[src/rtl/act_skew_feeder_if.sv]
// Bundle of the activation feeder's input handshake and skewed output bus.
// Statistics signals exist only when ACT_FEED_STATS_EN is defined.
interface act_feed_if #(
   parameter int SIZE  = 8,
   parameter int ACT_W = 8
);
   logic                    in_valid;
   logic                    in_ready;
   logic                    in_last;
   logic [SIZE*ACT_W-1:0]   in_act;
   logic [SIZE*7-1:0]       act_out;
   logic [SIZE-1:0]         row_valid;
   logic                    busy;
   logic                    done;
`ifdef ACT_FEED_STATS_EN
   logic                    stat_clr;
   logic [31:0]             stat_vec_cnt;
   logic [31:0]             stat_stall_cnt;

   modport master (output in_valid, in_last, in_act, stat_clr,
                   input  in_ready, act_out, row_valid, busy, done, stat_vec_cnt, stat_stall_cnt);
   modport slave  (input  in_valid, in_last, in_act, stat_clr,
                   output in_ready, act_out, row_valid, busy, done, stat_vec_cnt, stat_stall_cnt);
`else
   modport master (output in_valid, in_last, in_act,
                   input  in_ready, act_out, row_valid, busy, done);
   modport slave  (input  in_valid, in_last, in_act,
                   output in_ready, act_out, row_valid, busy, done);
`endif
endinterface

[src/rtl/act_skew_feeder.sv]
// Diagonal skew feeder for the systolic array's left edge; row r lags row 0 by r cycles.
// Optional ACT_FEED_STATS_EN adds saturating accept/stall counters.
//
// state  | meaning
// IDLE   | no tile in flight, ready for a vector
// STREAM | tile in progress, vectors or bubbles entering
// DRAIN  | last vector accepted, flushing skew pipe until it leaves row SIZE-1
module act_skew_feeder #(
   parameter int SIZE  = 8,
   parameter int ACT_W = 8
) (
   input  logic     clk,
   input  logic     rst_n,
   input  logic     weight_loading,
   act_feed_if.slave bus
);
   localparam int CW = $clog2(SIZE + 1);

   typedef enum logic [1:0] {S_IDLE, S_STREAM, S_DRAIN} state_t;

   state_t          state_q;
   logic [CW-1:0]   drain_cnt_q;
   logic            done_q;
   logic            busy_q;
   logic            adv;
   logic            ready;
   logic            accept;
   logic [SIZE*7-1:0] act_out_w;
   logic [SIZE-1:0]   row_valid_w;

   assign adv    = !weight_loading;
   assign ready  = adv && (state_q != S_DRAIN);
   assign accept = bus.in_valid && ready;

   assign bus.in_ready  = ready;
   assign bus.busy      = busy_q;
   assign bus.done      = done_q;
   assign bus.act_out   = act_out_w;
   assign bus.row_valid = row_valid_w;

   always_ff @(posedge clk or negedge rst_n) begin
      if (!rst_n) begin
         state_q     <= S_IDLE;
         drain_cnt_q <= '0;
         done_q      <= 1'b0;
         busy_q      <= 1'b0;
      end else if (adv) begin
         done_q <= 1'b0;
         case (state_q)
            S_IDLE, S_STREAM: begin
               if (accept) begin
                  busy_q <= 1'b1;
                  if (bus.in_last) begin
                     state_q     <= S_DRAIN;
                     drain_cnt_q <= CW'(SIZE);
                     done_q      <= (SIZE == 1);
                  end else begin
                     state_q <= S_STREAM;
                  end
               end
            end
            S_DRAIN: begin
               if (drain_cnt_q == CW'(1)) begin
                  state_q     <= S_IDLE;
                  busy_q      <= 1'b0;
                  drain_cnt_q <= '0;
               end else begin
                  drain_cnt_q <= drain_cnt_q - CW'(1);
                  done_q      <= (drain_cnt_q == CW'(2));
               end
            end
            default: begin
               state_q     <= S_IDLE;
               busy_q      <= 1'b0;
               drain_cnt_q <= '0;
            end
         endcase
      end
   end

   // Each stage holds {valid, act7}; the upper 7 bits are kept since the array re-appends LSB=1.
   for (genvar r = 0; r < SIZE; r++) begin : g_row
      logic [7:0] pipe_q [0:r];

      always_ff @(posedge clk or negedge rst_n) begin
         if (!rst_n) begin
            for (int k = 0; k <= r; k++) pipe_q[k] <= 8'h00;
         end else if (adv) begin
            pipe_q[0] <= accept ? {1'b1, bus.in_act[r*ACT_W + ACT_W - 1 -: 7]} : 8'h00;
            for (int k = 1; k <= r; k++) pipe_q[k] <= pipe_q[k-1];
         end
      end

      assign act_out_w[7*r +: 7] = pipe_q[r][6:0];
      assign row_valid_w[r]      = pipe_q[r][7];
   end

`ifdef ACT_FEED_STATS_EN
   logic [31:0] stat_vec_q;
   logic [31:0] stat_stall_q;
   logic        stall_evt;

   assign stall_evt = bus.in_valid && !ready;

   // Counters run even while frozen, since stalls are exactly what they observe.
   always_ff @(posedge clk or negedge rst_n) begin
      if (!rst_n) begin
         stat_vec_q   <= '0;
         stat_stall_q <= '0;
      end else if (bus.stat_clr) begin
         stat_vec_q   <= '0;
         stat_stall_q <= '0;
      end else begin
         if (accept && (stat_vec_q != 32'hFFFF_FFFF))      stat_vec_q   <= stat_vec_q + 32'd1;
         if (stall_evt && (stat_stall_q != 32'hFFFF_FFFF)) stat_stall_q <= stat_stall_q + 32'd1;
      end
   end

   assign bus.stat_vec_cnt   = stat_vec_q;
   assign bus.stat_stall_cnt = stat_stall_q;
`endif
endmodule

[src/flat_wrapper.sv]
// flat-port wrapper written by rule: the top's interface ports become plain ports
module act_skew_feeder_flat 
#(
   parameter int SIZE  = 8,
   parameter int ACT_W = 8
)
  (clk, rst_n, weight_loading, bus_in_valid, bus_in_last, bus_in_act, bus_in_ready, bus_act_out, bus_row_valid, bus_busy, bus_done);
  act_feed_if #(.SIZE(SIZE), .ACT_W(ACT_W)) bus_i ();
  input  logic clk;
  input  logic rst_n;
  input  logic weight_loading;
  input wire logic [$bits(bus_i.in_valid)-1:0] bus_in_valid;
  input wire logic [$bits(bus_i.in_last)-1:0] bus_in_last;
  input wire logic [$bits(bus_i.in_act)-1:0] bus_in_act;
  output wire logic [$bits(bus_i.in_ready)-1:0] bus_in_ready;
  output wire logic [$bits(bus_i.act_out)-1:0] bus_act_out;
  output wire logic [$bits(bus_i.row_valid)-1:0] bus_row_valid;
  output wire logic [$bits(bus_i.busy)-1:0] bus_busy;
  output wire logic [$bits(bus_i.done)-1:0] bus_done;
  assign bus_i.in_valid = bus_in_valid;
  assign bus_i.in_last = bus_in_last;
  assign bus_i.in_act = bus_in_act;
  assign bus_in_ready = bus_i.in_ready;
  assign bus_act_out = bus_i.act_out;
  assign bus_row_valid = bus_i.row_valid;
  assign bus_busy = bus_i.busy;
  assign bus_done = bus_i.done;
  act_skew_feeder #(.SIZE(SIZE), .ACT_W(ACT_W)) u_core (.clk(clk), .rst_n(rst_n), .weight_loading(weight_loading), .bus(bus_i));
endmodule
[config.mk]
export PLATFORM = sky130hd
export DESIGN_NAME = act_skew_feeder_flat
export DESIGN_NICKNAME = d
export VERILOG_FILES = /design/src/rtl/act_skew_feeder_if.sv /design/src/rtl/act_skew_feeder.sv /design/src/flat_wrapper.sv
export SDC_FILE = /design/constraint.sdc
export NUM_CORES = 1
export LEC_CHECK = 0
export BUFFER_PORTS_ARGS = -buffer_cell sky130_fd_sc_hd__buf_4
export CAP_MARGIN = 20
export CORE_ASPECT_RATIO = 1.2
export CORE_MARGIN = 10
export CORE_UTILIZATION = 35
export CTS_BUF_LIST = sky130_fd_sc_hd__clkbuf_8
export DETAILED_ROUTE_END_ITERATION = 10
export PLACE_DENSITY = 0.5
export REMOVE_ABC_BUFFERS = 1
export SYNTH_ARGS = -nofsm -noshare
export SYNTH_HDL_FRONTEND = slang
export SYNTH_SLANG_ARGS = --single-unit
[constraint.sdc]
create_clock -name clk -period 1.9 [get_ports clk]
set_input_delay 0.57 -clock clk [delete_from_list [all_inputs] [get_ports clk]]
set_output_delay 0.57 -clock clk [all_outputs]
set_load 0.05 [all_outputs]
==> reports/results.ini, run 1 <==
[run_status]
status = complete, but fails checks
violations = negative setup slack

[critical_path]
reg2reg_to = u_core.drain_cnt_q[0]$_DFFE_PN0P_
cp-end-kind = output pin
crit_path_start = u_core.state_q[1]$_DFFE_PN0P_
reg2reg_depth = 5
r2r_start = u_core.drain_cnt_q[1]$_DFFE_PN0P_
critPathKind = reg -> out
cp.required_ns = 1.33
worstPathArrival_ns = 1.36
cp_max_fo = 3
start_kind = flop
r2r_slack_ns = 0.30

[clock_tree]
clk_pin_slew_worst_paths_ns = 0.06
clockRootBuffer = clkbuf_8
cts_inserted_buffers = 47
clockBufferDepth = 3
clkLatencyLatePin_ns = 0.55
cts.htree.levels = 2
cts_tree = yes
cts_sinks = 268

[die]
die_w_um = 178
pin_count = 136
die_h_um = 210
dieArea_um2 = 37300
num_rows = 69
start_util_pct = 35.4
coreArea_um2 = 29600

[route]
ant_nets = 0
vias = 5517
post-route-drc-count = 0
routedWlPerCell_um = 16.3
firstDrtPassIters = 4
via_per_inst = 4.62
drtIter0Drc = 280
routed_wl_um = 19400

[flow_run]
cap_violations = 0

[layout]
syn_to_final_growth_pct = 19.8
num_antenna_cells = 0
mostFrequentLayoutCells = 266 x dfrtp_1, 203 x mux2_2, 140 x buf_4
stdcell_area_um2 = 12600
fin_cells = 1195
final_nets = 840
drive_gt1_share_pct = 53.7
layout_commonest_cell = dfrtp_1

[pwr]
p_total_mw = 16.7
switching_power_mw = 5.06
clkPwrFrac_pct = 32.7
combPwrFrac_pct = 22.6
switching_share_pct = 30.2
p_int_mw = 11.7
power.density_nw_per_um2 = 1330
p_leak_nw = 6.42
pwr-share-seq_pct = 44.7
ir_worst_vdd_mv = 0.598

[worst_hold_path]
hp-start = bus_in_last
hold_class = in -> reg
hold_path_depth = 2
hold_end = u_core.state_q[0]$_DFFE_PN0P_

[sta]
finalHoldViolCount = 0
timing.setup.tns_ns = -0.0336
finalSetupViolCount = 1
relSlewSlack_pct = 74.0
drv_slew = 0
tightest_slew_ns = 0.390
rsz0062_at_grt = true
fin_crit_ns = 1.93
setup_ws_ns = -0.0336
fmax_ghz = 0.517
finalCritPeriodShare_pct = 102
clock_skew_ns = 0.0179

[synthesis]
yosysSeqAreaShare_pct = 64.0
yosys.area.top_type = dfrtp_1
synth_area_leaders = dfrtp_1 64%, mux2_2 22%, buf_4 5.3%
syn_inst = 661
ys_types = 33
syn_area_per_cell_um2 = 15.9
synth_area_um2 = 10500
synth_top_area_share_pct = 64.0
ys_ff_latch = 268
yosysWarnings = 0

[global_route]
grt_pass1_vias = 6315
grt_max_degree = 70
grt_pass1_wl_um = 32300
track_usage_pct = 10.6
grt_antenna_before_repair = 0
overflow = 0

[place]
place_inst = 1106
placed_cell_area_um2 = 11500
place.port_buffers = 127
finalWeightedCongestion = 0.715
hpwlAfterDp_um = 12600

[cell usage after synthesis]
cell       instances
buf_4             74
a2bb2oi_1          1
mux2_2           203
nor2_4             1
a31o_1             1
buf_6              5
a21o_1             1
o31ai_1            2
o31a_1             1
o21ai_0            3
nor3_1             1
a21oi_1            3
a22o_1            56
or3b_1             1
or2_1              1
mux2_4             1
nor3b_1            1
nor2b_4            1
nand2b_4           1
ha_1               3
nand2b_1           2
clkbuf_1           5
inv_1              4
buf_2             10
nor2b_1            1
nor4b_4            1
nor2_1             3
o22a_1             1
a32o_1             1
dfrtp_1          268
nor4b_1            1
a21boi_0           2
o2bb2ai_1          1
[routing by layer]
layer	share of wire (%)	GRT usage, %	vias up
met5	0	0	-
met4	2.6	4.46	0
met3	6.3	3.50	37
met2	50	17.6	119
met1	41	12.1	2848
li1	-	-	2513
[kinds of logic after synthesis]
| logic type | synth area share, % |
|---|---|
| flip-flops | 64.0 |
| multiplexers | 22.0 |
| buffers and inverters | 6.64 |
| AO/OA/AOI/OAI | 5.84 |
| AND/OR/NAND/NOR | 1.23 |
| adder cells (fa/ha/maj) | 0.358 |
[sequential cells by signal (all words and copies together) (netlist names)]
register	count
u_core.bus.act_out	49
u_core.bus.done	1
u_core.bus.busy	1
u_core.state_q	2
u_core.g_row.pipe_q	207
u_core.drain_cnt_q	4
u_core.bus.row_valid	4
[area by class of cell]
class                      count  area (µm²)
clock buffer                  62         853
inverter                       4        15.0
tap                          390         488
multi-input combinational    295        3080
timing repair buffer         152        1260
clock inverter                24         150
sequential                   268        6710
fill                        2742       17100
[worst max path at each step]
stage / cells after the start / slack [ns] / to
after detailed placement: 4 / 0.14 / u_core.g_row[7].pipe_q[45]$_DFFE_PN0N_
after global routing: 3 / -0.13 / bus_in_ready
after global placement: 4 / 0.18 / u_core.g_row[2].pipe_q[11]$_DFFE_PN0N_
final: 3 / -0.03 / bus_in_ready
after CTS: 3 / -0.09 / bus_in_ready
after floorplan: 2 / 0.09 / bus_in_ready
[power by group through the flow]
stage	clock, mW	combinational, mW	sequential, mW
floorplan	0	1.39	8.57
global placement	0	3.70	7.52
detailed placement	0	3.81	7.61
CTS	5.71	3.87	7.49
global route	5.99	4.07	7.64
finish	5.47	3.79	7.48
[critical path, cell delays in order, from the launching register on]
cell and delay [ns]:
dfrtp_2 0.41, nor2b_4 0.14, nor2_2 0.09, buf_6 0.17
[what timing repair did]
action | CTS | global route
hold buffers | 1 | 0
buffers inserted | 2 | 0
setup endpoints to repair | 1 | 1
hold endpoints to repair | 35 | 0
gates resized for setup | 4 | 0
[stage by stage]
| step | util, % | setup WS (ns) | hold slack, ns |
|---|---|---|---|
| after global placement | 38.9 | 0.175 | 0.482 |
| after floorplan | - | 0.0856 | 0.274 |
| after CTS | 42.4 | -0.0945 | 0.165 |
| after global routing | 42.4 | -0.126 | 0.177 |
| after detailed placement | 38.9 | 0.140 | 0.487 |
| final | 42.4 | -0.0336 | 0.217 |
No activity file was read; power rests on OpenSTA's default activity.
==> run 2, diff against run 1 <==
- CORE_ASPECT_RATIO: 1.2 -> unset
==> run 2 against run 1 <==
Cell count up 0.92%; the flow still finishes with violations (negative setup slack); register-to-register slack got worse by 0.07 ns; global-route usage is 0.18 points lower; sequential cell count is the same; clock skew down 0.0035 ns; count of clock-buffer cells in the layout grew 2; first-iteration DRC count fell by 31%; worst hold slack improved by 0.024 ns; highest routed layer unchanged.
==> reports/results.ini, run 2 (synthesis gave the netlist of run 1 again) <==
[route]
routedWlPerCell_um = 16.0
post-route-drc-count = 0
drtIter0Drc = 194
via_per_inst = 4.68
vias = 5642
firstDrtPassIters = 5
ant_nets = 0
routed_wl_um = 19300

[die]
num_rows = 63
die_w_um = 193
dieArea_um2 = 37300
pin_count = 136
start_util_pct = 35.5
coreArea_um2 = 29600
die_h_um = 193

[critical_path]
critPathKind = reg -> out
start_kind = flop
cp_max_fo = 3
cp.required_ns = 1.33
cp-end-kind = output pin
worstPathArrival_ns = 1.35

[pwr]
power.density_nw_per_um2 = 1310
p_leak_nw = 6.52
ir_worst_vdd_mv = 0.566
p_total_mw = 16.8

[layout]
fin_cells = 1206
layout_commonest_cell = dfrtp_1
mostFrequentLayoutCells = 266 x dfrtp_1, 203 x mux2_2, 143 x buf_4
top_register = u_core.g_row.pipe_q
drive_gt1_share_pct = 54.5
fillers = 2679
largest_reg_flops = 207
final_nets = 854
syn_to_final_growth_pct = 22.2

[clock_tree]
cts_tree = yes
cts.htree.levels = 2
cts_sinks = 268
clockRootBuffer = clkbuf_8
clkLatencyLatePin_ns = 0.54
clk_pin_slew_worst_paths_ns = 0.06
cts_inserted_buffers = 47
clockBufferDepth = 3

[global_route]
overflow = 0
grt_pass1_vias = 6234
track_usage_pct = 10.4
grt_pass1_wl_um = 31500
grt_antenna_before_repair = 2
grt_max_degree = 54

[place]
finalWeightedCongestion = 0.764
place_inst = 1120
place.port_buffers = 127
pre_cts_ws_ns = 0.240
hpwlAfterDp_um = 13000

[sta]
rsz0062_at_grt = true
setup_ws_ns = -0.0182
fmax_ghz = 0.521
clock_skew_ns = 0.0144
finalCritPeriodShare_pct = 101
drv_slew = 0
finalSetupViolCount = 1
fin_crit_ns = 1.92
tightest_slew_ns = 0.487
relSlewSlack_pct = 67.6
finalHoldViolCount = 0
timing.setup.tns_ns = -0.0182
whs_ns = 0.241

[run_status]
status = complete, but fails checks
violations = negative setup slack

[flow_run]
cap_violations = 0

[worst_hold_path]
hold_class = in -> reg

[run 2: changes by cell type in the layout (fill, tap and decap cells not counted)]
cell | previous run | this run
buf_12 | 8 | 19
clkinv_2 | 6 | 2
buf_4 | 140 | 143
clkbuf_8 | 62 | 64
inv_1 | 20 | 18
diode_2 | 0 | 1
[run 2: final cells by class]
class	instances	area (µm²)	area share (%)
Antenna cell	1	2.50	0.0195
Sequential cell	268	6710	52.4
Clock inverter	18	123	0.958
Multi-Input combinational cell	295	3080	24.1
Tap cell	390	488	3.81
Inverter	4	15.0	0.117
Clock buffer	64	881	6.88
Timing Repair Buffer	166	1510	11.8
[run 2: path summary, 6_finish.rpt]
path | cells after the start | slack, ns | startpoint | end
max in group asynchronous | 3 | 0.73 | rst_n | u_core.g_row[3].pipe_q[20]$_DFFE_PN0N_
setup / recovery | 3 | -0.02 | u_core.state_q[1]$_DFFE_PN0P_ | bus_in_ready
hold reg to reg | 1 | 0.49 | u_core.g_row[7].pipe_q[28]$_DFFE_PN0N_ | u_core.g_row[7].pipe_q[20]$_DFFE_PN0N_
min in group asynchronous | 2 | 0.55 | rst_n | u_core.g_row[4].pipe_q[38]$_DFFE_PN0N_
hold / removal | 2 | 0.24 | bus_in_act[6] | u_core.g_row[0].pipe_q[5]$_DFFE_PN0N_
setup reg to reg | 5 | 0.23 | u_core.drain_cnt_q[1]$_DFFE_PN0P_ | u_core.drain_cnt_q[0]$_DFFE_PN0P_
[run 2: layer usage]
layer	vias to the layer above	GRT usage (%)	share of wire (%)
met4	0	3.70	2.6
met3	49	4.60	8.9
li1	2546	-	-
met5	-	0	0
met2	149	16.3	46
met1	2898	12.5	42
[run 2: power by group]
part           total [mW]  internal, mW  switching [mW]  leakage, nW
Combinational        3.87          1.68            2.19         2.33
Sequential           7.50          6.87           0.626         3.62
Clock                5.45          3.24            2.21        0.571
Total                16.8          11.8            5.02         6.52
[run 2: repair_timing]
| action | CTS | global route |
|---|---|---|
| buffers inserted | 2 | 0 |
| hold endpoints to repair | 45 | 0 |
| endpoints found under the setup margin | 1 | 1 |
| hold buffers | 1 | 0 |
| resized for setup | 4 | 0 |
[run 2: worst max-delay path: stages (launching register included)]
cell and delay, ns:
dfrtp_2 0.41, nor2b_4 0.14, nor2_2 0.10, buf_6 0.17
[run 2: per-stage QoR]
step	utilization [%]	area (µm²)
floorplan	-	9800
detailed placement	39.8	11800
finish	43.3	12800
CTS	43.3	12800
global placement	39.8	11800
global route	43.3	12800
==> run 3, diff against run 2 <==
- CELL_PAD_IN_SITES_DETAIL_PLACEMENT: unset -> 0
- CELL_PAD_IN_SITES_GLOBAL_PLACEMENT: unset -> 1
- PLACE_DENSITY: 0.5 -> 0.58
==> run 3 against run 2 <==
The flow still finishes with violations (negative setup slack); sequential cell count unchanged; clock power decreased by 8.6%; clock skew increased by 0.0024 ns; total power decreased by 3.1%; die area unchanged; sequential power about the same; global-route usage increased by 0.14 points; sequential share of layout area increased by 1.5 points; count of clock-buffer cells in the layout decreased by 7; worst hold slack got worse by 0.010 ns; cell area decreased by 2.8%; setup slack improved by 0.012 ns; critical path type unchanged; highest routed layer unchanged.
==> reports/results.ini, run 3 (synthesis gave the netlist of run 1 again) <==
[critical_path]
cp-end-kind = output pin
reg2reg_to = u_core.drain_cnt_q[0]$_DFFE_PN0P_
r2r_start = u_core.drain_cnt_q[1]$_DFFE_PN0P_
reg2reg_depth = 5
cp_max_fo = 3
cp.required_ns = 1.33
worstPathArrival_ns = 1.34
cpPeakStageDelay_ns = 0.40
critPathKind = reg -> out
r2r_slack_ns = 0.20
start_kind = flop
path_cells = nor2b_4, nor2_2, buf_6
crit_path_top_delay_cell = dfrtp_2

[global_route]
overflow = 0
grt_antenna_before_repair = 1
grt_pass1_vias = 6275
track_usage_pct = 10.5
grt_max_degree = 72
grt_pass1_wl_um = 32100

[place]
place.port_buffers = 127
place_inst = 1103
placed_cell_area_um2 = 11500
pre_cts_ws_ns = 0.158
finalWeightedCongestion = 0.718
hpwlAfterDp_um = 12700

[layout]
fillers = 2754
syn_to_final_growth_pct = 18.8
final_nets = 836
layout_commonest_cell = dfrtp_1
fin_cells = 1187
drive_gt1_share_pct = 52.8
largest_reg_flops = 207
mostFrequentLayoutCells = 266 x dfrtp_1, 203 x mux2_2, 136 x buf_4
top_register = u_core.g_row.pipe_q
stdcell_area_um2 = 12500

[die]
die_w_um = 193
num_rows = 63
die_h_um = 193
start_util_pct = 35.5
pin_count = 136
coreArea_um2 = 29600
dieArea_um2 = 37300

[worst_hold_path]
hold_class = in -> reg
hp-start = bus_in_last
hold_path_depth = 2
hold_end = u_core.state_q[0]$_DFFE_PN0P_

[sta]
drv_slew = 0
finalHoldViolCount = 0
fin_crit_ns = 1.91
finalCritPeriodShare_pct = 100
fmax_ghz = 0.525
setup_ws_ns = -0.00596
tightest_slew_ns = 0.424
finalSetupViolCount = 1
relSlewSlack_pct = 71.7
clock_skew_ns = 0.0168
rsz0062_at_grt = true
timing.setup.tns_ns = -0.00596

[run_status]
violations = negative setup slack
status = complete, but fails checks

[pwr]
p_int_mw = 11.3
switching_power_mw = 4.97
ir_worst_vdd_mv = 0.633
pwr-share-seq_pct = 46.0
clkPwrFrac_pct = 30.6
p_total_mw = 16.3
switching_share_pct = 30.5
p_leak_nw = 6.36
power.density_nw_per_um2 = 1310
combPwrFrac_pct = 23.4

[clock_tree]
clockBufferDepth = 3
cts_tree = yes
clockRootBuffer = clkbuf_8
cts.htree.levels = 2
cts_sinks = 268
clk_pin_slew_worst_paths_ns = 0.06
clkLatencyLatePin_ns = 0.53
cts_inserted_buffers = 46

[route]
ant_nets = 0
via_per_inst = 4.65
firstDrtPassIters = 4
routed_wl_um = 19400
drtIter0Drc = 284
vias = 5523
routedWlPerCell_um = 16.3
post-route-drc-count = 0

[flow_run]
cap_violations = 0

run 3: cell count changes in the layout (fill, tap and decap cells not counted), sizes merged:
cell / before / now
buf: 165 / 148
clkbuf: 64 / 57
inv: 18 / 23
bufinv: 2 / 1
clkinvlp: 0 / 1
run 3: how the worst max path moves through the flow:
| stage | from | endpoint | slack, ns | depth (start not counted) |
|---|---|---|---|---|
| after floorplan | u_core.state_q[1]$_DFFE_PN0P_ | bus_in_ready | 0.09 | 2 |
| after global placement | weight_loading | u_core.bus.act_out[24]$_DFFE_PN0N_ | 0.19 | 3 |
| after detailed placement | weight_loading | u_core.g_row[4].pipe_q[14]$_DFFE_PN0N_ | 0.16 | 3 |
| after CTS | u_core.state_q[1]$_DFFE_PN0P_ | bus_in_ready | -0.06 | 3 |
| after global routing | u_core.state_q[1]$_DFFE_PN0P_ | bus_in_ready | -0.1 | 3 |
| final | u_core.state_q[1]$_DFFE_PN0P_ | bus_in_ready | -0.006 | 3 |
run 3: per-layer routing:
layer  track usage (%)  share of wire, %
met5                 0                 0
met4              3.52               2.0
met3              4.26               8.2
met2              16.5                47
met1              12.9                43
run 3: final cells by class:
class                   instances  area (µm²)  area share [%]
clock inverters                23         119           0.955
well taps                     390         488            3.92
repair buffers                149        1250            10.1
multi-input cells             295        3080            24.7
diodes                          1        2.50          0.0201
flip-flops and latches        268        6710            53.9
inverters                       4        15.0           0.121
clock buffers                  57         785            6.30
run 3: what timing repair did:
| item | in CTS | in global routing |
|---|---|---|
| hold buffers | 1 | 0 |
| setup buffers | 2 | 0 |
| resized for setup | 4 | 0 |
| endpoints found under the hold margin | 40 | 0 |
| endpoints found under the setup margin | 1 | 1 |
| pin swaps | 0 | 0 |
run 3: critical path: cells and delay by family (launching register included):
kind                   cells  cell delay (ns)
buffers and inverters      1             0.17
DFF                        1             0.40
and+or+nand+nor            2             0.23
run 3: through the flow:
step,util [%],hold WS [ns]
2_1_floorplan,-,0.274
3_3_place_gp,38.9,0.481
3_5_place_dp,38.9,0.489
4_1_cts,42.1,0.177
5_1_grt,42.1,0.195
6_report,42.1,0.231
run 3: power groups by stage:
stage               Clock, mW  Sequential, mW  Combinational, mW
finish                   4.98            7.50               3.81
global route             5.47            7.66               4.10
CTS                      5.22            7.51               3.89
detailed placement          0            7.62               3.82
global placement            0            7.53               3.71
floorplan                   0            8.57               1.39
